===== config.mk =====
export PLATFORM = sky130hd
export DESIGN_NAME = gshare_ctrl
export DESIGN_NICKNAME = d
export VERILOG_FILES = /design/src/rtl/gshare_ctrl.sv
export SDC_FILE = /design/constraint.sdc
export NUM_CORES = 1
export LEC_CHECK = 0
export BUFFER_PORTS_ARGS = -buffer_cell sky130_fd_sc_hd__clkbuf_2
export CAP_MARGIN = 20
export CORE_MARGIN = 5
export CORE_UTILIZATION = 55
export CTS_BUF_LIST = sky130_fd_sc_hd__clkbuf_8
export CTS_CLUSTER_DIAMETER = 50
export DETAILED_ROUTE_END_ITERATION = 10
export PLACE_DENSITY_LB_ADDON = 0.08
export SYNTH_ARGS = -nofsm -noshare
export SYNTH_HDL_FRONTEND = slang
export SYNTH_SLANG_ARGS = --single-unit

===== constraint.sdc =====
create_clock -name clk -period 5.25 [get_ports clk]
set_input_delay 1.05 -clock clk [delete_from_list [all_inputs] [get_ports clk]]
set_output_delay 1.05 -clock clk [all_outputs]
set_load 0.01 [all_outputs]

===== src/rtl/gshare_ctrl.sv =====
// gshare_ctrl: sequencer for the 2-bit-counter global predictor table.
// Owns the global history register, forms the gshare read index, keeps an
// in-order queue of in-flight conditional branches, issues one table update
// per resolved branch, repairs history on mispredict and sweeps the table to
// weakly-taken after reset.
module gshare_ctrl #(
  parameter int HIST_BITS = 12,
  parameter int DEPTH     = 8
) (
  input  logic                 clk,
  input  logic                 rst_n,
  input  logic                 fetch_valid,
  input  logic [31:0]          fetch_pc,
  input  logic [31:0]          fetch_inst,
  output logic                 fetch_ready,
  output logic [HIST_BITS-1:0] tbl_rd_idx,
  input  logic                 tbl_rd_taken,
  output logic                 pred_taken,
  input  logic                 resolve_valid,
  input  logic                 resolve_taken,
  output logic                 mispredict,
  output logic                 tbl_we,
  output logic [HIST_BITS-1:0] tbl_widx,
  output logic                 tbl_wtaken,
  output logic                 tbl_winit,
  output logic                 busy,
  output logic                 resolve_err
);

  localparam int AW = $clog2(DEPTH);
  localparam int CW = AW + 1;

  typedef enum logic [0:0] {
    S_INIT = 1'b0,
    S_RUN  = 1'b1
  } state_t;

  state_t               state_q, state_d;
  logic [HIST_BITS-1:0] ptr_q, ptr_d;
  logic [HIST_BITS-1:0] ghr_q, ghr_d;
  logic [AW-1:0]        head_q, head_d, tail_q, tail_d;
  logic [CW-1:0]        count_q, count_d;

  // Queue storage; the snapshot drops the history MSB since repair shifts it out.
  logic [HIST_BITS-1:0] q_idx_q [DEPTH];
  logic [HIST_BITS-1:0] q_idx_d [DEPTH];
  logic [HIST_BITS-2:0] q_ghr_q [DEPTH];
  logic [HIST_BITS-2:0] q_ghr_d [DEPTH];
  logic [DEPTH-1:0]     q_pred_q, q_pred_d;

  logic                 upd_we_q, upd_we_d;
  logic [HIST_BITS-1:0] upd_idx_q, upd_idx_d;
  logic                 upd_taken_q, upd_taken_d;
  logic                 mispredict_q, mispredict_d;
  logic                 resolve_err_q, resolve_err_d;

  logic                 run;
  logic                 is_branch;
  logic                 pred_c;
  logic [HIST_BITS-1:0] rd_idx_c;
  logic                 pop;
  logic                 mispredict_cond;
  logic                 ready_c;
  logic                 accept;

  // PC and instruction bits outside the index slice and opcode are not needed.
  logic unused_bits;
  assign unused_bits = ^{fetch_pc[31:HIST_BITS+2], fetch_pc[1:0], fetch_inst[31:7]};

  // Decode of the current cycle: prediction, index, pop and accept handshakes.
  always_comb begin
    run             = (state_q == S_RUN);
    is_branch       = (fetch_inst[6:0] == 7'b1100011);
    pred_c          = run & tbl_rd_taken;
    rd_idx_c        = fetch_pc[HIST_BITS+1:2] ^ ghr_q;
    pop             = run && resolve_valid && (count_q != '0);
    mispredict_cond = pop && (resolve_taken != q_pred_q[head_q]);
    // A pop frees a slot in the same cycle, so a full queue may still accept.
    ready_c         = run && ((count_q < CW'(DEPTH)) || pop) && !mispredict_cond;
    accept          = fetch_valid && is_branch && ready_c;
  end

  // Next-state logic: INIT sweeps every entry once, then RUN until reset.
  always_comb begin
    state_d = state_q;
    ptr_d   = ptr_q;
    case (state_q)
      S_INIT: begin
        ptr_d = ptr_q + HIST_BITS'(1);
        if (ptr_q == {HIST_BITS{1'b1}}) state_d = S_RUN;
      end
      S_RUN: begin
        state_d = S_RUN;
      end
      default: begin
        state_d = S_INIT;
        ptr_d   = '0;
      end
    endcase
  end

  // Queue push/pop, speculative history shift and mispredict flush/repair.
  always_comb begin
    head_d   = head_q;
    tail_d   = tail_q;
    count_d  = count_q;
    ghr_d    = ghr_q;
    q_idx_d  = q_idx_q;
    q_ghr_d  = q_ghr_q;
    q_pred_d = q_pred_q;
    if (mispredict_cond) begin
      head_d  = '0;
      tail_d  = '0;
      count_d = '0;
      ghr_d   = {q_ghr_q[head_q], resolve_taken};
    end else begin
      if (accept) begin
        q_idx_d[tail_q]  = rd_idx_c;
        q_ghr_d[tail_q]  = ghr_q[HIST_BITS-2:0];
        q_pred_d[tail_q] = pred_c;
        tail_d           = tail_q + AW'(1);
        ghr_d            = {ghr_q[HIST_BITS-2:0], pred_c};
      end
      if (pop) head_d = head_q + AW'(1);
      count_d = count_q + CW'(accept) - CW'(pop);
    end
  end

  // Registered table update, mispredict pulse and sticky empty-resolve flag.
  always_comb begin
    upd_we_d      = pop;
    upd_idx_d     = q_idx_q[head_q];
    upd_taken_d   = resolve_taken;
    mispredict_d  = mispredict_cond;
    resolve_err_d = resolve_err_q | (resolve_valid & ~pop);
  end

  // Control and output state registers with synchronous active-low reset.
  always_ff @(posedge clk) begin
    if (!rst_n) begin
      state_q       <= S_INIT;
      ptr_q         <= '0;
      ghr_q         <= '0;
      head_q        <= '0;
      tail_q        <= '0;
      count_q       <= '0;
      upd_we_q      <= 1'b0;
      upd_idx_q     <= '0;
      upd_taken_q   <= 1'b0;
      mispredict_q  <= 1'b0;
      resolve_err_q <= 1'b0;
    end else begin
      state_q       <= state_d;
      ptr_q         <= ptr_d;
      ghr_q         <= ghr_d;
      head_q        <= head_d;
      tail_q        <= tail_d;
      count_q       <= count_d;
      upd_we_q      <= upd_we_d;
      upd_idx_q     <= upd_idx_d;
      upd_taken_q   <= upd_taken_d;
      mispredict_q  <= mispredict_d;
      resolve_err_q <= resolve_err_d;
    end
  end

  // Queue payload storage; validity is tracked by the pointers, so no reset.
  always_ff @(posedge clk) begin
    q_idx_q  <= q_idx_d;
    q_ghr_q  <= q_ghr_d;
    q_pred_q <= q_pred_d;
  end

  assign fetch_ready = ready_c;
  assign tbl_rd_idx  = rd_idx_c;
  assign pred_taken  = pred_c;
  assign mispredict  = mispredict_q;
  assign busy        = !run;
  assign tbl_winit   = !run;
  assign tbl_we      = !run | upd_we_q;
  assign tbl_widx    = run ? upd_idx_q : ptr_q;
  assign tbl_wtaken  = run & upd_taken_q;
  assign resolve_err = resolve_err_q;

endmodule


* After elaboration in Yosys (flattened, before gate mapping) *
Index checks and enable logic that the tools add are counted.
W data, S select, Z words.

operators by class
  eq/ne operators = 3
  add/sub/neg operators = 5
  bitwise logic cells = 12
  magnitude comparators = 7
  multiplexer cells = 22
  reductions and logical operators = 16

operator list
  operator                 number
  $bwmux W96               1
  $bwmux W88               1
  $mux W12                 6
  $bmux W12 S3             1
  $demux W12 S3            1
  $bmux W11 S3             1
  $demux W11 S3            1
  $mux W11                 3
  $add A12 B1 Y12 const B  1
  $eq A12 B12 Y1 const B   1
  $xor A12 B12 Y12         1
  $logic_and A1 B1 Y1      9
  $bwmux W8                1
  $ge A4 B4 Y1 const B     2
  $lt A3 B4 Y1 const B     2
  $not A3 Y4               2
  $eq A7 B7 Y1 const B     1
  $add A3 B1 Y3 const B    2
  $add A4 B1 Y4            1
  $lt A4 B1 Y1 const B     1
  $lt A4 B4 Y1 const B     1
  $not A1 Y1               4
  $reduce_bool A4 Y1       1
  $sub A4 B1 Y4            1
  other kinds (13)         19

word-level totals
  input bits = 70
  bits in registers = 243
  output and inout port bits = 32

* Depth between registers and ports, before layout *
  depth after elaboration = 9
  depth in mapped cells = 14

* Least setup slack after synthesis *
No wires, ideal clock.

  kind = input-to-reg
  start = input fetch_inst[3]
  end = register q_ghr_q[33] in the netlist's numbering, enable pin
  cell stages on the path = 6
  setup slack = 0.823 ns
  data arrival time = 3.991 ns
  setup time = 0.435 ns
  cell sequence = nor4bb_1 > nand4_1 > nor2_2 > buf_2 > nand3b_1 > nor3_1

on the way
  cells in the longest elaborated chain, start to end = 4

ends and longest elaborated chain
  item                              RTL line  source
  start: declaration                14        input logic [31:0] fetch_inst,
  $eq A7 B7 Y1                      73        is_branch = (fetch_inst[6:0] == 7'b1100011);
  $logic_and A1 B1 Y1 (2 in a row)  80        accept = fetch_valid && is_branch && ready_c;
  $reduce_and A2 Y1 (no line)       n/a
  end signal: assignment            170       q_ghr_q <= q_ghr_d;
  end: declaration                  47        logic [HIST_BITS-2:0] q_ghr_q [DEPTH];

Every way passes these cells.
A chain may end at the register's enable or synchronous reset.

* Final worst setup path *
  start = register head_q[1]
  end = output fetch_ready

on the way
  cells in the longest elaborated chain, start to end = 6

ends and longest elaborated chain
  item                           RTL line  source
  start: declaration             41        logic [AW-1:0] head_q, head_d, tail_q, tail_d;
  start signal: assignment       144       head_q <= '0;
  start signal: assignment       156       head_q <= head_d;
  $bmux W1 S3                    77        mispredict_cond = pop && (resolve_taken != q_pred_q[head_q]);
  $mux W1 (implied by the code)  77
  $ne A1 B1 Y1                   77
  $logic_and A1 B1 Y1            77
  $logic_not A1 Y1               79        ready_c = run && ((count_q < CW'(DEPTH)) || pop) && !mispredict_cond;
  $logic_and A1 B1 Y1            79
  end: declaration               15        output logic fetch_ready,

Every way passes these cells. The select of a mux whose other input is x is not followed.

==> results.cfg <==
[clock_network]
clkTransAtPathRegs_ns = 0.06
clkSinkCount = 243
post_cts_setup_buffer_count = 0
clkLatencyLatePin_ns = 0.53
cts.htree.levels = 2
tritoncts = built
hold_bufs_inserted_after_cts = 0
clock_tree.root_cell = sky130_fd_sc_hd__clkbuf_8
cts_resized = 0
clock_tree.buffer_depth = 3
tritoncts.num_buffers = 40

[drt]
wl_mm = 19.1
drt_iter0_markers = 318
drt_pass1_iterations = 5
detailroute.via_count = 5046
final_antenna_net_count = 0
wire_per_inst_um = 21.5
via_per_inst = 5.68
detail_route.drc_violations = 0

[place]
dp_cells = 814
placed_cell_area_mm2 = 0.0102
hpwl_mm = 11.1
gpl.final_weighted_congestion = 0.754
placement.io_buffers = 56

[sta]
period_needed_ns = 3.66
totalNegativeSetupSlack_ns = 0
finalSetupViolations = 0
skew_ns = 0.0234
unrepaired_setup_endpoints_after_global_routing = false
hold_violations = 0
drv_slew = 0
worstMarginPinSlew_ns = 0.994
worst_hold_slack_ns = 0.478
timing.max_slew.rel_slack_pct = 33.6
achievable-frequency_ghz = 0.273
final_min_period_over_clock_period_pct = 69.7

[synthesis]
synthTopCellsByArea = sky130_fd_sc_hd__edfxtp_1 60%, sky130_fd_sc_hd__mux4_2 11%, sky130_fd_sc_hd__dfxtp_1 11%
post_synth_inst_count = 546
syn-mean-instance-area_um2 = 17.6
netlist-cell-type-count = 42
netlist_area_mm2 = 0.00959
synth_warnings = 0
mappedNetlistNets = 625
synth-seq-cells = 243
yosys_most_used_dff = sky130_fd_sc_hd__edfxtp_1
synth_seq_area_share_pct = 70.8
synth.top_cell.area_share_pct = 60.1
yosysMostFrequentCell = sky130_fd_sc_hd__edfxtp_1
yosys-top-cells-count = 192 x sky130_fd_sc_hd__edfxtp_1, 51 x sky130_fd_sc_hd__dfxtp_1, 48 x sky130_fd_sc_hd__mux4_2
synth-edff-count = 192
synthDominantAreaCellType = sky130_fd_sc_hd__edfxtp_1
synthArstFlopShare_pct = 0

[cells_and_area]
fillers = 1272
n_antenna_cell = 0
postLayoutCellArea_mm2 = 0.0111
drive_gt1_share_pct = 32.9
finish.cell_count_without_fillers = 888
multi_input_comb_area_mm2 = 0.00265
fin_nets = 710
register_area_mm2 = 0.00679
areaGrowthSynthToFinish_pct = 15.2

[die]
chipHeight_um = 142
die_area_mm2 = 0.0202
width_of_the_die_um = 142
initial_cell_density_of_the_core_pct = 55.8
core_mm2 = 0.0172
io_pins = 102
floorplan.rows = 48

[critical_path]
path_max_fanout = 28
cp.arrival_ns = 2.61
worst-endpoint-required_ns = 4.20
timing.critical_path.to_type = primary output
criticalPathCategory = flop to primary output
start_kind = flop

[power_and_ir_drop]
power.density_cell_area_mw_per_mm2 = 346
power.ir.vdd_worst_mv = 0.244
leak_pwr_nw = 3.95

[global_routing]
grt_antenna_before_repair = 2
grt_usage_pct = 19.6
grt_pass1_wl_mm = 29.8
overflow = 0
first_global_vias = 5247
pin_count_of_the_biggest_net_entering_global_routing = 48

[worst_hold_path]
worst_min_path_class = flop to flop

[run]
maxCapViolations = 0

[outcome]
status = finished clean
cell usage in the layout (no fill, tap or decap), drive strengths merged, types with 15 or more instances in the layout:
cell	netlist	final
edfxtp	192	192
clkbuf	14	103
dfxtp	51	51
mux4	48	48
nor2	45	45
mux2i	26	26
inv	16	24
mux2	22	22
xor2	20	20
clkinv	0	16
nand3	15	15
sequential cells by signal, summed over array words and instances, names as in the netlist:
register     cells
upd_taken_q      1
run              1
upd_idx_q       12
tail_q           3
ptr_q           12
q_ghr_q         88
count_q          4
q_pred_q         8
head_q           3
upd_we_q         1
resolve_err      1
q_idx_q         96
ghr_q           12
mispredict       1
worst paths after layout:
kind / start / endpoint / slack [ns] / cells past startpoint
worst max-delay path: head_q[1]$_SDFFE_PP0P_ / fetch_ready / 1.59 / 5
worst min-delay path: resolve_err$_SDFF_PN0_ / resolve_err$_SDFF_PN0_ / 0.48 / 2
worst max register to register: head_q[1]$_SDFFE_PP0P_ / q_idx_q[95]$_DFFE_PP_ / 1.61 / 6
worst min register to register: resolve_err$_SDFF_PN0_ / resolve_err$_SDFF_PN0_ / 0.48 / 2
power by group:
group          switching [W]  internal [W]
Sequential        0.00000377       0.00207
Clock               0.000730      0.000973
Combinational      0.0000365     0.0000189
critical path, stage by stage (launching register included):
cell and delay [ns]:
sky130_fd_sc_hd__dfxtp_2 0.61, sky130_fd_sc_hd__mux4_2 0.38, sky130_fd_sc_hd__mux2i_2 0.29, sky130_fd_sc_hd__mux2_4 0.48
sky130_fd_sc_hd__nor2_1 0.16, sky130_fd_sc_hd__clkbuf_2 0.16
per-layer routing:
| metal | routed length, um | global-route usage (%) | up-vias | share of wire (%) |
|---|---|---|---|---|
| met4 | 346 | 6.11 | 2 | 1.8 |
| li1 | - | - | 2284 | - |
| met2 | 9150 | 31.7 | 180 | 48 |
| met5 | 13 | 0 | - | 0.068 |
| met3 | 1270 | 4.33 | 27 | 6.7 |
| met1 | 8340 | 27.1 | 2553 | 44 |
through the flow:
stage          utilization (%)  worst slack, ns  power (W)
4_1_cts                   64.3             1.54    0.00387
2_1_floorplan                -            0.823    0.00214
6_report                  64.3             1.59    0.00383
5_1_grt                   64.3             1.43    0.00397
3_3_place_gp              59.4             1.51    0.00216
3_5_place_dp              59.4             1.40    0.00217
cells by family after synthesis:
| kind of cell | synth area share, % |
|---|---|
| buffers and inverters | 1.93 |
| AOI/OAI and AO/OA | 1.76 |
| adders and majority gates | 1.25 |
| xor gates and xnor gates | 2.56 |
| muxes | 16.6 |
| DFF | 70.8 |
| and+or+nand+nor | 5.09 |
layout make-up:
type                            instances  area share, %
Timing Repair Buffer                   70           3.83
Sequential cell                       243           61.5
Inverter                               16          0.543
Clock inverter                         27           1.83
Clock buffer                           47           5.85
Tap cell                              225           2.55
Multi-Input combinational cell        260           23.9
No activity file was read; power rests on OpenSTA's default activity.
